==> config.mk <==
export PLATFORM = sky130hd
export DESIGN_NAME = apb_reg_master_arb_flat
export DESIGN_NICKNAME = d
export VERILOG_FILES = /design/src/rtl/apb_reg_master_arb_if.sv /design/src/rtl/apb_reg_master_arb.sv /design/src/flat_wrapper.sv
export SDC_FILE = /design/constraint.sdc
export NUM_CORES = 1
export LEC_CHECK = 0
export ABC_CLOCK_PERIOD_IN_PS = 1800
export CAP_MARGIN = 5
export CORE_MARGIN = 1
export CORE_UTILIZATION = 41
export DETAILED_ROUTE_END_ITERATION = 8
export MAX_ROUTING_LAYER = met4
export PLACE_DENSITY = 0.79
export REMOVE_ABC_BUFFERS = 1
export SYNTH_ARGS = -nofsm -noshare
export SYNTH_HDL_FRONTEND = slang
export SYNTH_SLANG_ARGS = --single-unit
==> constraint.sdc <==
create_clock -name PCLK -period 1.8 [get_ports PCLK]
set_input_delay 0.54 -clock PCLK [delete_from_list [all_inputs] [get_ports PCLK]]
set_output_delay 0.54 -clock PCLK [all_outputs]
set_load 0.05 [all_outputs]
==> src/rtl/apb_reg_master_arb_if.sv <==
// APB bus bundle between the register-block master/arbiter and the 16-bit slave.
interface apb_reg_master_arb_if #(
    parameter int ADDR_W = 8,
    parameter int DATA_W = 16
) ();
    logic              PSEL;
    logic              PENABLE;
    logic              PWRITE;
    logic [ADDR_W-1:0] PADDR;
    logic [DATA_W-1:0] PWDATA;
    logic [DATA_W-1:0] PRDATA;
    logic              PREADY;
    logic              PSLVERR;

    modport master (
        output PSEL, PENABLE, PWRITE, PADDR, PWDATA,
        input  PRDATA, PREADY, PSLVERR
    );

    modport slave (
        input  PSEL, PENABLE, PWRITE, PADDR, PWDATA,
        output PRDATA, PREADY, PSLVERR
    );
endinterface

==> src/rtl/apb_reg_master_arb.sv <==
// Two-requester APB master: round-robin arbitration, SETUP/ACCESS sequencing,
// per-requester read data / error status, and abort of stalled accesses.
module apb_reg_master_arb #(
    parameter int ADDR_W  = 8,
    parameter int DATA_W  = 16,
    parameter int TIMEOUT = 16
) (
    input  logic              PCLK,
    input  logic              PRESETn,
    input  logic              req0_valid,
    input  logic              req0_write,
    input  logic [ADDR_W-1:0] req0_addr,
    input  logic [DATA_W-1:0] req0_wdata,
    output logic              req0_done,
    output logic [DATA_W-1:0] req0_rdata,
    output logic              req0_err,
    input  logic              req1_valid,
    input  logic              req1_write,
    input  logic [ADDR_W-1:0] req1_addr,
    input  logic [DATA_W-1:0] req1_wdata,
    output logic              req1_done,
    output logic [DATA_W-1:0] req1_rdata,
    output logic              req1_err,
    output logic              busy,
    output logic              grant,
    apb_reg_master_arb_if.master apb
);
    localparam int CNT_W = (TIMEOUT > 1) ? $clog2(TIMEOUT) : 1;
    localparam logic [CNT_W-1:0] CNT_LAST = CNT_W'(TIMEOUT - 1);

    typedef enum logic [1:0] {IDLE, SETUP, ACCESS} state_t;

    state_t            state_reg;
    logic              psel_reg;
    logic              penable_reg;
    logic              pwrite_reg;
    logic [ADDR_W-1:0] paddr_reg;
    logic [DATA_W-1:0] pwdata_reg;
    logic [CNT_W-1:0]  wait_cnt_reg;
    logic              grant_reg;
    logic              last_grant_reg;
    logic [1:0]        done_reg;
    logic [1:0]        err_reg;
    logic [DATA_W-1:0] rdata_reg [2];

    logic [1:0] req_valid;
    logic [1:0] eligible;
    logic       pick;

    assign req_valid = {req1_valid, req0_valid};

    // A requester whose done is high this cycle has just finished; its valid
    // still reflects the old request, so it sits out this arbitration round.
    for (genvar gi = 0; gi < 2; gi++) begin : g_elig
        assign eligible[gi] = req_valid[gi] & ~done_reg[gi];
    end

    // req1 wins when it is alone, or when both ask and req0 was served last.
    assign pick = eligible[1] & (~eligible[0] | ~last_grant_reg);

    // Transfer sequencer: arbitration, APB phases, completion and timeout.
    always_ff @(posedge PCLK or negedge PRESETn) begin
        if (!PRESETn) begin
            state_reg      <= IDLE;
            psel_reg       <= 1'b0;
            penable_reg    <= 1'b0;
            pwrite_reg     <= 1'b0;
            paddr_reg      <= '0;
            pwdata_reg     <= '0;
            wait_cnt_reg   <= '0;
            grant_reg      <= 1'b0;
            last_grant_reg <= 1'b1;
            done_reg       <= '0;
            err_reg        <= '0;
            rdata_reg[0]   <= '0;
            rdata_reg[1]   <= '0;
        end else begin
            done_reg <= '0;
            case (state_reg)
                IDLE: begin
                    if (|eligible) begin
                        state_reg      <= SETUP;
                        psel_reg       <= 1'b1;
                        penable_reg    <= 1'b0;
                        grant_reg      <= pick;
                        last_grant_reg <= pick;
                        pwrite_reg     <= pick ? req1_write : req0_write;
                        paddr_reg      <= pick ? req1_addr  : req0_addr;
                        pwdata_reg     <= pick ? req1_wdata : req0_wdata;
                    end
                end
                SETUP: begin
                    state_reg    <= ACCESS;
                    penable_reg  <= 1'b1;
                    wait_cnt_reg <= '0;
                end
                ACCESS: begin
                    if (apb.PREADY) begin
                        state_reg           <= IDLE;
                        psel_reg            <= 1'b0;
                        penable_reg         <= 1'b0;
                        done_reg[grant_reg] <= 1'b1;
                        err_reg[grant_reg]  <= apb.PSLVERR;
                        if (!pwrite_reg) begin
                            rdata_reg[grant_reg] <= apb.PRDATA;
                        end
                    end else if (wait_cnt_reg == CNT_LAST) begin
                        // Slave stalled too long: give up and flag an error.
                        state_reg           <= IDLE;
                        psel_reg            <= 1'b0;
                        penable_reg         <= 1'b0;
                        done_reg[grant_reg] <= 1'b1;
                        err_reg[grant_reg]  <= 1'b1;
                    end else begin
                        wait_cnt_reg <= wait_cnt_reg + CNT_W'(1);
                    end
                end
                default: begin
                    state_reg   <= IDLE;
                    psel_reg    <= 1'b0;
                    penable_reg <= 1'b0;
                end
            endcase
        end
    end

    assign apb.PSEL    = psel_reg;
    assign apb.PENABLE = penable_reg;
    assign apb.PWRITE  = pwrite_reg;
    assign apb.PADDR   = paddr_reg;
    assign apb.PWDATA  = pwdata_reg;

    assign req0_done  = done_reg[0];
    assign req1_done  = done_reg[1];
    assign req0_err   = err_reg[0];
    assign req1_err   = err_reg[1];
    assign req0_rdata = rdata_reg[0];
    assign req1_rdata = rdata_reg[1];

    assign busy  = (state_reg != IDLE);
    assign grant = grant_reg;
endmodule

==> src/flat_wrapper.sv <==
// flat-port wrapper written by rule: the top's interface ports become plain ports
module apb_reg_master_arb_flat 
#(
    parameter int ADDR_W  = 8,
    parameter int DATA_W  = 16,
    parameter int TIMEOUT = 16
)
  (PCLK, PRESETn, req0_valid, req0_write, req0_addr, req0_wdata, req0_done, req0_rdata, req0_err, req1_valid, req1_write, req1_addr, req1_wdata, req1_done, req1_rdata, req1_err, busy, grant, apb_PSEL, apb_PENABLE, apb_PWRITE, apb_PADDR, apb_PWDATA, apb_PRDATA, apb_PREADY, apb_PSLVERR);
  apb_reg_master_arb_if #(.ADDR_W(ADDR_W), .DATA_W(DATA_W)) apb_i ();
  input  logic PCLK;
  input  logic PRESETn;
  input  logic req0_valid;
  input  logic req0_write;
  input  logic [ADDR_W-1:0] req0_addr;
  input  logic [DATA_W-1:0] req0_wdata;
  output logic req0_done;
  output logic [DATA_W-1:0] req0_rdata;
  output logic req0_err;
  input  logic req1_valid;
  input  logic req1_write;
  input  logic [ADDR_W-1:0] req1_addr;
  input  logic [DATA_W-1:0] req1_wdata;
  output logic req1_done;
  output logic [DATA_W-1:0] req1_rdata;
  output logic req1_err;
  output logic busy;
  output logic grant;
  output wire logic [$bits(apb_i.PSEL)-1:0] apb_PSEL;
  output wire logic [$bits(apb_i.PENABLE)-1:0] apb_PENABLE;
  output wire logic [$bits(apb_i.PWRITE)-1:0] apb_PWRITE;
  output wire logic [$bits(apb_i.PADDR)-1:0] apb_PADDR;
  output wire logic [$bits(apb_i.PWDATA)-1:0] apb_PWDATA;
  input wire logic [$bits(apb_i.PRDATA)-1:0] apb_PRDATA;
  input wire logic [$bits(apb_i.PREADY)-1:0] apb_PREADY;
  input wire logic [$bits(apb_i.PSLVERR)-1:0] apb_PSLVERR;
  assign apb_PSEL = apb_i.PSEL;
  assign apb_PENABLE = apb_i.PENABLE;
  assign apb_PWRITE = apb_i.PWRITE;
  assign apb_PADDR = apb_i.PADDR;
  assign apb_PWDATA = apb_i.PWDATA;
  assign apb_i.PRDATA = apb_PRDATA;
  assign apb_i.PREADY = apb_PREADY;
  assign apb_i.PSLVERR = apb_PSLVERR;
  apb_reg_master_arb #(.ADDR_W(ADDR_W), .DATA_W(DATA_W), .TIMEOUT(TIMEOUT)) u_core (.PCLK(PCLK), .PRESETn(PRESETn), .req0_valid(req0_valid), .req0_write(req0_write), .req0_addr(req0_addr), .req0_wdata(req0_wdata), .req0_done(req0_done), .req0_rdata(req0_rdata), .req0_err(req0_err), .req1_valid(req1_valid), .req1_write(req1_write), .req1_addr(req1_addr), .req1_wdata(req1_wdata), .req1_done(req1_done), .req1_rdata(req1_rdata), .req1_err(req1_err), .busy(busy), .grant(grant), .apb(apb_i));
endmodule
==> results by group <==
Status
  – Outcome: finished clean

Worst setup path
  – WP data arrival: 1.21 ns
  – RR Endpoint: u_core.wait_cnt_reg[3]
  – Reg-to-reg startpoint: u_core.wait_cnt_reg[0]
  – Crit path from: u_core.state_reg[0]
  – Highest-delay cell along the critical path: dfrtp_1
  – Max incr delay on CP: 0.42 ns
  – Worst Path Required: 1.26 ns
  – R2R cell count: 5
  – CP endpoint kind: primary output
  – Worst Setup Start Kind: register
  – Kind of critical path: reg2out
  – Critical path peak fanout: 6
  – Cells along the critical path: or2_4 -> buf_12
  – Worst reg2reg setup slack: 0.13 ns

Power
  – LEAKAGE: 0.002128 uW
  – Switching Share: 0.4792
  – Comb pwr share: 0.585
  – Clk pwr share: 0.127
  – Net Sw Power: 4680 uW
  – Worst vdd ir: 0.0009522 V
  – Pwr Total: 9766 uW
  – Sequential share of power: 0.288
  – Cell Pwr Density: 2085 nW/um^2
  – P_int: 5086 uW

GRT
  – Initial antenna violation count: 0
  – GRT overflow: 0
  – Largest net degree at the start of global routing: 71
  – Number of global-route vias before repair: 2536
  – GRT Resource Usage Total: 0.2094
  – First-pass GRT wire length: 11770 um

Routing
  – DRC violations left: 0
  – Final wirelength: 6975 um
  – WL/cell: 13.68 um
  – Initial DRC Count: 73
  – Pre-antenna DRT Iters: 4
  – Vias per inst: 4.794
  – Final ANT Viol Nets: 0
  – Routed via count: 2445

Die
  – Die width: 86.40 um
  – Core area: 6832 um^2
  – Initial Util: 0.4275
  – Row count: 30
  – IO Pins: 137
  – Die Ht: 86.40 um
  – Die footprint: 7464 um^2

CTS
  – Hold Buf Count CTS: 0
  – Num CTS Buffers: 9
  – Clock root buffer master: clkbuf_8
  – CTS tree: built
  – Clock sinks: 70
  – Reg clk slew, reported paths: 0.08 ns
  – Skew-Pair Late Insertion Delay: 0.33 ns
  – Maximum clock insertion buffer count: 2
  – H-tree depth: 3

Layout
  – Antenna Cells: 0
  – Most common cell after layout, fill and taps aside: clkdlybuf4s50_1
  – Commonest non-fill, non-tap cells in the layout: clkdlybuf4s50_1 (70), dfrtp_1 (68), buf_4 (62)
  – Final Net Count: 482
  – Layout area overhead: 60.41%
  – Share of post-route cells with drive strength above 1: 0.3333
  – Fillers: 532
  – Finished Layout Cells: 510

Timing
  – Worst slew pin tran: 0.3748 ns
  – Worst hold slack: 0.2224 ns
  – Max Slew Vio Count: 0
  – Slew headroom: 0.7502
  – Skew final: 0.009871 ns
  – Unrepaired setup endpoints after global routing: false
  – Fmax achieved: 572.9 MHz
  – Crit path time final: 1.745 ns
  – Final setup viols: 0
  – Fin crit share: 0.9697
  – Final hold vios: 0

Synthesis
  – Top_reg_cell synth: dfrtp_1
  – Post-Syn Area per Cell: 11.10 um^2
  – Ys async rst share: 1.000
  – Cells after Synth: 263
  – Seq cells post-synth: 70
  – Unique masters post-synth: 33
  – Post-synthesis sequential area ratio: 0.6003
  – Ys Warns: 0
  – Post-Syn Area: 2920 um^2
  – Post-synth EDFFs: 0

Worst hold path
  – Worst hold path class: in2async

Place
  – Post-Place Cells: 493
  – Number of port buffers: 136
  – Routability cong.: 0.7526
  – HPWL Detailed: 5279 um

Job
  – Max_cap viols: 0
critical path: cells and delay by family, from the launching register on:
family	cells	cell delay [ns]
flops	1	0.42
simple gates	1	0.30
buf+inv	1	0.15
power groups by stage:
stage | clock [uW] | sequential [uW] | combinational, uW
floorplan | 0 | 5120 | 1180
global placement | 0 | 2850 | 5600
detailed placement | 0 | 2870 | 5720
CTS | 1280 | 2840 | 5740
global route | 1350 | 2910 | 6020
finish | 1240 | 2810 | 5710
synth_stat cells (2+ instances only):
| library cell | number | area, um^2 |
|---|---|---|
| nor2_1 | 29 | 108.9 |
| clkbuf_1 | 6 | 22.52 |
| nand3_1 | 6 | 30.03 |
| nor3_1 | 2 | 10.01 |
| nand2b_1 | 3 | 18.77 |
| mux2_2 | 34 | 382.9 |
| buf_2 | 5 | 25.02 |
| nand2_1 | 56 | 210.2 |
| buf_4 | 2 | 15.01 |
| o21ai_0 | 2 | 10.01 |
| nand3b_1 | 2 | 15.01 |
| dfrtp_1 | 69 | 1727 |
| a31oi_1 | 26 | 162.7 |
| or3_1 | 2 | 12.51 |
through the flow:
step | cell area [um^2] | TNS [ns] | util | setup slack [ns]
after floorplan | 2841 | -25.47 | - | -1.008
after global placement | 4476 | -10.53 | 0.6551 | -0.2229
after detailed placement | 4476 | -12.20 | 0.6551 | -0.2481
after CTS | 4677 | 0 | 0.6846 | 0.005403
after global routing | 4684 | 0 | 0.6857 | 0.003479
final | 4684 | 0 | 0.6857 | 0.05451
cell type report:
class                      instances  area [um^2]  area share
sequential                        70         1754      0.3745
timing repair buffer             150         1511      0.3226
multi-input combinational        177         1097      0.2342
clock buffer                       9        123.9     0.02644
tap                               96        120.1     0.02564
clock inverter                     7        73.82     0.01576
inverter                           1        3.754   0.0008013
routing by layer:
layer / GRT usage / vias up / part of all wire
li1: - / 1191 / -
met2: 0.3478 / 94 / 0.50
met3: 0.07048 / 7 / 0.079
met1: 0.2434 / 1153 / 0.41
met4: 0.05758 / 0 / 0.010
met5: - / - / 0
kinds of logic (layout without fill, tap and decap cells):
logic type      after synthesis  after routing  synth area share
compound gates               33             33           0.07284
fa+ha+maj                     1              1          0.004284
buf+inv                      16            167           0.02827
flops                        70             70            0.6003
mux                          34             34            0.1311
simple gates                109            109            0.1632
how the worst max path moves through the flow:
stage / endpoint / slack (ns) / cells after the start
global placement: u_core.req0_rdata[14] / -0.22 / 5
floorplan: u_core.grant / -1.01 / 3
finish: busy / 0.05 / 2
global route: busy / 0.003 / 2
detailed placement: u_core.req0_rdata[4] / -0.25 / 5
CTS: busy / 0.005 / 2
timing repair:
item                       CTS  global route
cloned                       0             0
buffers inserted             0             1
resized for setup            2             0
setup endpoints to repair    1             1
Power figures use the tool's default switching activity.
